File: src/rtl/reg_to_axi_wide_pkg.sv
// Shared types for the Regbus-to-wide-AXI4 bridge: FSM states, AXI encodings,
// lane-index width helper and default bus structs (32-bit Regbus, 64-bit AXI).
package reg_to_axi_wide_pkg;

  typedef enum logic [2:0] {
    IDLE   = 3'd0,
    AR     = 3'd1,
    R_WAIT = 3'd2,
    AWW    = 3'd3,
    B_WAIT = 3'd4,
    DRAIN  = 3'd5
  } state_e;

  localparam logic [3:0] CACHE_MODIFIABLE = 4'b0010;
  localparam logic [1:0] BURST_INCR       = 2'b01;
  localparam logic [1:0] RESP_OKAY        = 2'b00;

  // Lane index is at least one bit wide so equal-width builds still have a legal vector.
  function automatic int unsigned lane_idx_width(input int unsigned reg_dw,
                                                 input int unsigned axi_dw);
    return (axi_dw > reg_dw) ? $clog2(axi_dw / reg_dw) : 1;
  endfunction

  localparam int unsigned DefRegAw  = 32;
  localparam int unsigned DefRegDw  = 32;
  localparam int unsigned DefAxiAw  = 64;
  localparam int unsigned DefAxiDw  = 64;
  localparam int unsigned DefAxiIdw = 4;

  typedef struct packed {
    logic [DefRegAw-1:0]   addr;
    logic                  write;
    logic [DefRegDw-1:0]   wdata;
    logic [DefRegDw/8-1:0] wstrb;
    logic                  valid;
  } reg_req_default_t;

  typedef struct packed {
    logic [DefRegDw-1:0] rdata;
    logic                error;
    logic                ready;
  } reg_rsp_default_t;

  typedef struct packed {
    logic [DefAxiIdw-1:0] id;
    logic [DefAxiAw-1:0]  addr;
    logic [7:0]           len;
    logic [2:0]           size;
    logic [1:0]           burst;
    logic                 lock;
    logic [3:0]           cache;
    logic [2:0]           prot;
    logic [3:0]           qos;
    logic [3:0]           region;
  } axi_ax_default_t;

  typedef struct packed {
    logic [DefAxiDw-1:0]   data;
    logic [DefAxiDw/8-1:0] strb;
    logic                  last;
  } axi_w_default_t;

  typedef struct packed {
    logic [DefAxiIdw-1:0] id;
    logic [1:0]           resp;
  } axi_b_default_t;

  typedef struct packed {
    logic [DefAxiIdw-1:0] id;
    logic [DefAxiDw-1:0]  data;
    logic [1:0]           resp;
    logic                 last;
  } axi_r_default_t;

  typedef struct packed {
    axi_ax_default_t aw;
    logic            aw_valid;
    axi_w_default_t  w;
    logic            w_valid;
    logic            b_ready;
    axi_ax_default_t ar;
    logic            ar_valid;
    logic            r_ready;
  } axi_req_default_t;

  typedef struct packed {
    logic           aw_ready;
    logic           ar_ready;
    logic           w_ready;
    logic           b_valid;
    axi_b_default_t b;
    logic           r_valid;
    axi_r_default_t r;
  } axi_rsp_default_t;

endpackage

File: src/rtl/reg_to_axi_lane_steer.sv
// Combinational lane steering between a narrow Regbus word and a wide AXI beat:
// write data replication, strobe placement and read lane extraction.
module reg_to_axi_lane_steer
  import reg_to_axi_wide_pkg::*;
#(
  parameter int unsigned RegDataWidth = 32,
  parameter int unsigned AxiDataWidth = 64,
  localparam int unsigned Ratio       = AxiDataWidth / RegDataWidth,
  localparam int unsigned LaneW       = lane_idx_width(RegDataWidth, AxiDataWidth),
  localparam int unsigned RegStrbW    = RegDataWidth / 8,
  localparam int unsigned AxiStrbW    = AxiDataWidth / 8
) (
  input  logic [LaneW-1:0]        lane,
  input  logic [RegDataWidth-1:0] reg_wdata,
  input  logic [RegStrbW-1:0]     reg_wstrb,
  input  logic [AxiDataWidth-1:0] axi_rdata,
  output logic [AxiDataWidth-1:0] axi_wdata,
  output logic [AxiStrbW-1:0]     axi_wstrb,
  output logic [RegDataWidth-1:0] reg_rdata
);

  always_comb begin
    axi_wdata = {Ratio{reg_wdata}};
    axi_wstrb = '0;
    reg_rdata = '0;
    for (int unsigned i = 0; i < Ratio; i++) begin
      if (lane == LaneW'(i)) begin
        axi_wstrb[i*RegStrbW +: RegStrbW]   = reg_wstrb;
        reg_rdata                           = axi_rdata[i*RegDataWidth +: RegDataWidth];
      end
    end
  end

endmodule

File: src/rtl/reg_to_axi_wide.sv
// Regbus-to-AXI4 bridge with lane steering onto a wider AXI bus, one transaction in flight.
// Optional response timeout with a DRAIN state is enabled by defining REG_TO_AXI_TIMEOUT_EN.
module reg_to_axi_wide
  import reg_to_axi_wide_pkg::*;
#(
  parameter int unsigned RegAddrWidth  = 32,
  parameter int unsigned RegDataWidth  = 32,
  parameter int unsigned AxiAddrWidth  = 64,
  parameter int unsigned AxiDataWidth  = 64,
  parameter int unsigned AxiIdWidth    = 4,
  parameter int unsigned AxiId         = 0,
  parameter logic [3:0]  AxiCache      = CACHE_MODIFIABLE,
  parameter int unsigned TimeoutCycles = 1024,
  parameter type reg_req_t = reg_req_default_t,
  parameter type reg_rsp_t = reg_rsp_default_t,
  parameter type axi_req_t = axi_req_default_t,
  parameter type axi_rsp_t = axi_rsp_default_t
) (
  input  logic     clk_i,
  input  logic     rst_ni,
  input  reg_req_t reg_req_i,
  output reg_rsp_t reg_rsp_o,
  output axi_req_t axi_req_o,
  input  axi_rsp_t axi_rsp_i,
  output logic     busy_o,
  output logic     timeout_o,
  output state_e   state_o
);

  localparam int unsigned RegOffW = $clog2(RegDataWidth / 8);
  localparam int unsigned LaneW   = lane_idx_width(RegDataWidth, AxiDataWidth);

  state_e                    state_q;
  logic [RegAddrWidth-1:0]   addr_q;
  logic [LaneW-1:0]          lane_q, lane_d;
  logic                      write_q;
  logic [RegDataWidth-1:0]   wdata_q;
  logic [RegDataWidth/8-1:0] wstrb_q;
  logic                      aw_done_q, w_done_q;

  logic ar_valid, aw_valid, w_valid, r_ready, b_ready;
  logic ar_hs, aw_hs, w_hs, r_hs, b_hs, aw_fin, w_fin;
  logic timeout_hit;

  logic [AxiDataWidth-1:0]   axi_wdata;
  logic [AxiDataWidth/8-1:0] axi_wstrb;
  logic [RegDataWidth-1:0]   lane_rdata;

  // Handshake rule on every AXI channel: a transfer happens in the cycle where
  // valid and ready are both high; a raised valid stays high until that cycle.
  assign ar_hs  = ar_valid & axi_rsp_i.ar_ready;
  assign aw_hs  = aw_valid & axi_rsp_i.aw_ready;
  assign w_hs   = w_valid  & axi_rsp_i.w_ready;
  assign r_hs   = r_ready  & axi_rsp_i.r_valid;
  assign b_hs   = b_ready  & axi_rsp_i.b_valid;
  assign aw_fin = aw_done_q | aw_hs;
  assign w_fin  = w_done_q  | w_hs;

  if (AxiDataWidth > RegDataWidth) begin : g_lane
    assign lane_d = LaneW'(reg_req_i.addr >> RegOffW);
  end else begin : g_no_lane
    assign lane_d = '0;
  end

  reg_to_axi_lane_steer #(
    .RegDataWidth (RegDataWidth),
    .AxiDataWidth (AxiDataWidth)
  ) u_lane_steer (
    .lane      (lane_q),
    .reg_wdata (wdata_q),
    .reg_wstrb (wstrb_q),
    .axi_rdata (axi_rsp_i.r.data),
    .axi_wdata (axi_wdata),
    .axi_wstrb (axi_wstrb),
    .reg_rdata (lane_rdata)
  );

`ifdef REG_TO_AXI_TIMEOUT_EN
  localparam int unsigned CntW = (TimeoutCycles > 2) ? $clog2(TimeoutCycles) : 1;

  logic [CntW-1:0] cnt_q;
  logic            ar_done_q;

  always_ff @(posedge clk_i or negedge rst_ni) begin
    if (!rst_ni) begin
      cnt_q <= '0;
    end else if (state_q == IDLE || state_q == DRAIN) begin
      cnt_q <= '0;
    end else begin
      cnt_q <= cnt_q + 1'b1;
    end
  end

  // A response arriving in the expiry cycle still completes normally.
  assign timeout_hit = (cnt_q == CntW'(TimeoutCycles - 1)) &&
                       (state_q != IDLE) && (state_q != DRAIN) &&
                       !(state_q == R_WAIT && r_hs) && !(state_q == B_WAIT && b_hs);
`else
  logic unused_timeout_cfg;
  assign unused_timeout_cfg = (TimeoutCycles == 0);
  assign timeout_hit        = 1'b0;
`endif

  always_ff @(posedge clk_i or negedge rst_ni) begin
    if (!rst_ni) begin
      state_q   <= IDLE;
      addr_q    <= '0;
      lane_q    <= '0;
      write_q   <= 1'b0;
      wdata_q   <= '0;
      wstrb_q   <= '0;
      aw_done_q <= 1'b0;
      w_done_q  <= 1'b0;
`ifdef REG_TO_AXI_TIMEOUT_EN
      ar_done_q <= 1'b0;
`endif
    end else begin
      case (state_q)
        IDLE: begin
          if (reg_req_i.valid) begin
            addr_q  <= reg_req_i.addr;
            lane_q  <= lane_d;
            write_q <= reg_req_i.write;
            wdata_q <= reg_req_i.wdata;
            wstrb_q <= reg_req_i.wstrb;
            state_q <= reg_req_i.write ? AWW : AR;
          end
        end
        AR:     if (ar_hs) state_q <= R_WAIT;
        R_WAIT: if (r_hs)  state_q <= IDLE;
        AWW: begin
          if (aw_fin && w_fin) begin
            state_q   <= B_WAIT;
            aw_done_q <= 1'b0;
            w_done_q  <= 1'b0;
          end else begin
            aw_done_q <= aw_fin;
            w_done_q  <= w_fin;
          end
        end
        B_WAIT: if (b_hs) state_q <= IDLE;
`ifdef REG_TO_AXI_TIMEOUT_EN
        DRAIN: begin
          if (ar_hs) ar_done_q <= 1'b1;
          if (aw_hs) aw_done_q <= 1'b1;
          if (w_hs)  w_done_q  <= 1'b1;
          if (write_q ? b_hs : r_hs) begin
            state_q   <= IDLE;
            ar_done_q <= 1'b0;
            aw_done_q <= 1'b0;
            w_done_q  <= 1'b0;
          end
        end
`endif
        default: state_q <= IDLE;
      endcase
`ifdef REG_TO_AXI_TIMEOUT_EN
      // Remember which address/data beats already went out so DRAIN only finishes the rest.
      if (timeout_hit) begin
        state_q   <= DRAIN;
        ar_done_q <= (state_q == R_WAIT) || ar_hs;
        aw_done_q <= (state_q == B_WAIT) || aw_fin;
        w_done_q  <= (state_q == B_WAIT) || w_fin;
      end
`endif
    end
  end

  always_comb begin
    ar_valid = (state_q == AR);
    r_ready  = (state_q == R_WAIT);
    aw_valid = (state_q == AWW) && !aw_done_q;
    w_valid  = (state_q == AWW) && !w_done_q;
    b_ready  = (state_q == B_WAIT);
`ifdef REG_TO_AXI_TIMEOUT_EN
    if (state_q == DRAIN) begin
      ar_valid = !write_q && !ar_done_q;
      aw_valid = write_q && !aw_done_q;
      w_valid  = write_q && !w_done_q;
      r_ready  = 1'b1;
      b_ready  = 1'b1;
    end
`endif
  end

  always_comb begin
    axi_req_o           = '0;
    axi_req_o.ar.id     = AxiIdWidth'(AxiId);
    axi_req_o.ar.addr   = AxiAddrWidth'(addr_q);
    axi_req_o.ar.size   = 3'(RegOffW);
    axi_req_o.ar.burst  = BURST_INCR;
    axi_req_o.ar.cache  = AxiCache;
    axi_req_o.aw.id     = AxiIdWidth'(AxiId);
    axi_req_o.aw.addr   = AxiAddrWidth'(addr_q);
    axi_req_o.aw.size   = 3'(RegOffW);
    axi_req_o.aw.burst  = BURST_INCR;
    axi_req_o.aw.cache  = AxiCache;
    axi_req_o.w.data    = axi_wdata;
    axi_req_o.w.strb    = axi_wstrb;
    axi_req_o.w.last    = 1'b1;
    axi_req_o.ar_valid  = ar_valid;
    axi_req_o.aw_valid  = aw_valid;
    axi_req_o.w_valid   = w_valid;
    axi_req_o.r_ready   = r_ready;
    axi_req_o.b_ready   = b_ready;
  end

  always_comb begin
    reg_rsp_o = '0;
    if (state_q == R_WAIT && r_hs) begin
      reg_rsp_o.ready = 1'b1;
      reg_rsp_o.rdata = lane_rdata;
      reg_rsp_o.error = (axi_rsp_i.r.resp != RESP_OKAY);
    end
    if (state_q == B_WAIT && b_hs) begin
      reg_rsp_o.ready = 1'b1;
      reg_rsp_o.error = (axi_rsp_i.b.resp != RESP_OKAY);
    end
    if (timeout_hit) begin
      reg_rsp_o.ready = 1'b1;
      reg_rsp_o.error = 1'b1;
      reg_rsp_o.rdata = '0;
    end
  end

  logic unused_rsp;
  assign unused_rsp = ^{axi_rsp_i.r.id, axi_rsp_i.r.last, axi_rsp_i.b.id};

  assign busy_o    = (state_q != IDLE);
  assign timeout_o = timeout_hit;
  assign state_o   = state_q;

endmodule
File: config.mk
export PLATFORM = sky130hd
export DESIGN_NAME = reg_to_axi_wide
export DESIGN_NICKNAME = d
export VERILOG_FILES = /design/src/rtl/reg_to_axi_wide_pkg.sv /design/src/rtl/reg_to_axi_lane_steer.sv /design/src/rtl/reg_to_axi_wide.sv
export SDC_FILE = /design/constraint.sdc
export NUM_CORES = 1
export LEC_CHECK = 0
export CORE_AREA = 2 2 179 181
export DETAILED_ROUTE_END_ITERATION = 12
export DIE_AREA = 0 0 181 183
export PLACE_DENSITY_LB_ADDON = 0.15
export SYNTH_ARGS = -nofsm -noshare
export SYNTH_HDL_FRONTEND = slang
export SYNTH_HIERARCHICAL = 1
export SYNTH_SLANG_ARGS = --single-unit
File: constraint.sdc
create_clock -name clk_i -period 1.8 [get_ports clk_i]
set_clock_uncertainty 0.2 [all_clocks]
set_input_delay 0.36 -clock clk_i [delete_from_list [all_inputs] [get_ports clk_i]]
set_output_delay 0.36 -clock clk_i [all_outputs]
set_load 0.02 [all_outputs]
; After elaboration in Yosys (flattened, before gate mapping)
; Cells that the tools add are included.
[totals]
elab_cells = 50
regBits = 74
out_inout_bits = 311
input_bits = 154
[op_classes]
n_bitwise = 7
n_reduce_logical = 13
n_eq_ne = 9
muxes = 14
[op_table]
columns = op, n
row1 = $mux W34, 1
row2 = $mux W32, 1
row3 = $mux W3, 5
row4 = $pmux W3 S5, 1
row5 = $mux W4, 2
row6 = $eq A3 B2 Y1 const B, 2
row7 = $ne A2 B1 Y1 const B, 3
row8 = $and A1 B1 Y1, 5
row9 = $logic_and A1 B1 Y1, 5
row10 = $reduce_and A5 Y1, 1
row11 = $mux W2, 2
row12 = $ne A2 B2 Y1 const B, 2
row13 = $reduce_bool A2 Y1, 2
row14 = $eq A3 B1 Y1 const B, 1
row15 = $eq A3 B3 Y1 const B, 1
row16 = $logic_not A3 Y1, 1
row17 = $reduce_bool A3 Y1, 1
row18 = $logic_not A1 Y1, 2
row19 = $mux W1, 2
row20 = $or A1 B1 Y1, 2
row21 = $reduce_and A2 Y1, 1

; Longest topological paths before layout
[depth]
depth_word = 7
ltp_mapped = 6
depth_no_buf = 3

; Cells and area by module
; Netlist, hierarchy kept.
[modules_own_cells]
columns = module, area_each_um2, instances, cells_per_inst, seq_area_each_um2
row1 = reg_to_axi_wide, 4488.1, 1, 392, 1826.8
row2 = reg_to_axi_lane_steer, 939.7, 1, 108, 0.0

; Least setup slack after synthesis
; No wires, ideal clock.
[synth_path]
path_kind = register -> register
start = reg state_q[1] (netlist: state_o[1])
end = reg wdata_q[10]
required_time_ns = 1.475
path_slack_ns = -0.288
arrival_ns = 1.763
setup_time_ns = 0.125
period_less_slack_ns = 2.088
path_buffers = 3
stages_incl_launch_ff = 7
path_cell_list = dfrtp_1 -> buf_2 -> or3_4 -> nor2_8 -> buf_8 -> buf_12 -> mux2_4
[synth_via]
elab_chain_len = 2
[synth_rtl]
columns = element, line
row1 = from (decl), reg_to_axi_wide.sv:33  ; state_e state_q;
row2 = from (signal assigned), reg_to_axi_wide.sv:126  ; state_q <= reg_req_i.write ? AWW : AR;
row3 = $logic_not A3 Y1, reg_to_axi_wide.sv:118  ; case (state_q)
row4 = $reduce_and A2 Y1 (no source line), --
row5 = to (signal assigned), reg_to_axi_wide.sv:124  ; wdata_q <= reg_req_i.wdata;
row6 = to (decl), reg_to_axi_wide.sv:37  ; logic [RegDataWidth-1:0] wdata_q;
; No other way between the ends.
; A chain may end at the register's enable or synchronous reset.

==> metrics.txt <==
Max FO, Critical Path 8; critical path cell sequence buf_12, buf_16, mux2_4, and2_4, buf_6; detailed-placement wirelength estimate 13700 microns; number of clock sinks 73; Worst-Skew Late Latency 0.33 ns; number of synthesized register bits between 70 and 80; Inserted Clock Buffers 9; startpoint type of the worst setup path register; start of the worst register-to-register path state_o[1]$_DFFE_PN0P_; power density over the cells 1700 nW/um^2; TritonCTS clock tree built; number of antenna violations at the first check in global routing 0; Total Wirelength ~19000 microns; total count of max-transition violations in the final report 0; global router's overall resource usage a little over a tenth; detailed-router iteration count before antenna repair 5; via count normalized by instance count about 3.4; per-cell routed wire length 15.9 microns; clock tree root buffer cell clkbuf_16; global-route wire length before repair around 26000 microns; overall via count from detail_route between 3000 and 4000; data required time at the worst endpoint 1.24 ns; max cap viols 0; total of buffers placed on input and output ports between 300 and 400; # setup viols final roughly 120; violated checks negative setup slack; Post-Synthesis Mean Instance Area roughly 11 sq um; unrepaired setup endpoints after global routing yes; library cells used by synthesis 27; DRT antenna net count 0; core region area between 30000 and 40000 sq um; Synth Warn # 6; register clock-pin slew on the reported worst setup and hold paths roughly 0.06 ns; maximum number of pins on one net before global-route repair 35; height of the chip approximately 180 microns; Total Nets Final 926; P&R area growth vs syn 68.9%; maximum frequency from static timing analysis about 450 MHz; min-delay worst type in -> async; violation count after the first detailed-route iteration 54; share of the yosys chip area belonging to registers 33.7%; I/O Pins between 400 and 500; die area about 33000 sq um; Worst EP arrival between 1.5 and 2 ns; leakage dissipation between 4 and 5 nW; cell area after technology mapping between 5000 and 6000 sq um; worst vdd ir between 0.7 and 0.8 mV; width of the die 181 microns; area share of the largest cell type after synthesis 33.7%; Final Hold Violating Endpoints 0; slowest stage cell, crit path dfrtp_2; Starting Density around 17%; worst-case clock buffer depth 2; FP Rows 65; layout cell share with drive strength beyond 1 between 30% and 40%; Design Power around 16 mW; pre-CTS WS -0.832 ns; Placer Congestion roughly 0.69; H-tree levels 3; cell count after synthesis 500; leading post-synthesis cells by cell area dfrtp_1 (34%), buf_4 (33%), mux2_2 (16%), mux2_4 (6.1%), and2_1 (4.3%); crit end category primary output; largest area contributor in the netlist dfrtp_1; share of the clock period used by the worst path after layout 123%; n_diodes 0; outcome finished with violations; Worst Setup Slack, final -0.418 ns; source of the critical timing path addr_q[2]$_DFFE_PN0P_; Period minus WS final 2.22 ns; Worst Setup Path Type reg -> out; total gr overflow 0; setup TNS -38.98 ns; number of global-route vias before repair around 4100; number of remaining DRC errors 0; maximum single-stage delay on the critical path 0.43 ns
report_power, final:
part | switching (mW) | total, mW | internal, mW
Sequential | 0.730 | 3.23 | 2.50
Clock | 0.808 | 1.91 | 1.10
Combinational | 5.03 | 10.5 | 5.45
metrics by stage:
step	hold WS [ns]	cells	util, %	cell area (sq um)
after CTS	0.291	1173	28.8	8980
after detailed placement	0.108	1136	25.9	8070
after floorplan	-0.136	630	-	5990
final	0.287	1179	29.4	9170
after global routing	0.302	1179	29.4	9170
after global placement	0.102	1136	25.9	8070
synth_stat cells:
cell	number
dfrtp_1	73
nor3b_1	2
and2_1	37
nand3b_1	1
buf_2	1
clkbuf_1	3
o22ai_1	2
buf_4	239
inv_1	2
buf_12	2
mux2_2	78
o21ai_0	2
mux4_2	1
o21ai_1	1
or3_4	1
a21oi_1	3
and4bb_1	1
buf_6	4
mux2_4	22
conb_1	2
nor2_1	11
and3b_1	1
nand2b_1	3
buf_8	1
nor2b_1	5
nor2_8	1
nand2_1	1
metal layers:
metal,part of all wire [%],vias up,wire (microns),track usage (%)
li1,-,1791,-,-
met1,41,1905,7590,12.6
met2,51,260,9640,19.1
met3,7.3,9,1360,2.88
met4,0.77,0,145,2.83
met5,0,-,0,0
registers in the layout, summed over array words and instances, names as in the netlist:
register   flops
addr_q        32
w_done_q       1
wstrb_q        4
wdata_q       32
state_o        3
aw_done_q      1
cell type report:
type,instances,area [sq um]
clock inverter,7,82.6
tap,402,503
inverter,2,7.51
multi-input combinational,306,2620
clock buffer,9,225
sequential,73,1830
timing repair buffer,380,3900
fill,3287,22100
final timing paths:
| path | end | slack [ns] | cells past startpoint |
|---|---|---|---|
| hold / removal | addr_q[23]$_DFFE_PN0P_ | 0.29 | 2 |
| setup reg to reg | wdata_q[16]$_DFFE_PN0P_ | -0.38 | 6 |
| min in group clk_i | wdata_q[17]$_DFFE_PN0P_ | 0.33 | 1 |
| hold reg to reg | wdata_q[17]$_DFFE_PN0P_ | 0.33 | 1 |
| setup / recovery | reg_rsp_o[27] | -0.42 | 5 |
| max in group asynchronous | state_o[0]$_DFFE_PN0P_ | 0.61 | 3 |
critical path, delay by kind of cell (launching register included):
| kind | cells | cell delay, ns |
|---|---|---|
| simple gates | 1 | 0.14 |
| mux | 1 | 0.32 |
| flops | 1 | 0.43 |
| buf+inv | 3 | 0.42 |
cell usage in the layout (no fill, tap or decap), drive strengths merged, types with 5 or more instances in the layout:
master,synthesis,routed
conb,2,132
and2,37,37
buf,247,105
clkdlybuf4s50,0,143
nor2b,5,5
inv,2,6
clkbuf,3,11
dfrtp,73,73
mux2,100,100
nor2,12,13
dlygate4sd2,0,126
kinds of logic after synthesis:
family          Yosys count  synth area share, %
other cells               2                0.138
mux                     101                 22.7
buf+inv                 252                 35.3
compound gates            8                0.784
flops                    73                 33.7
simple gates             64                 7.40
what timing repair did:
| action | in CTS | in global routing |
|---|---|---|
| pin swaps | 4 | 10 |
| hold buffers | 1 | 0 |
| hold endpoints to repair | 21 | 0 |
| resized for setup | 550 | 50 |
| buffers inserted | 15 | 11 |
| setup endpoints to repair | 247 | 120 |
| gates cloned | 7 | 2 |
No activity file was read; power rests on OpenSTA's default activity.
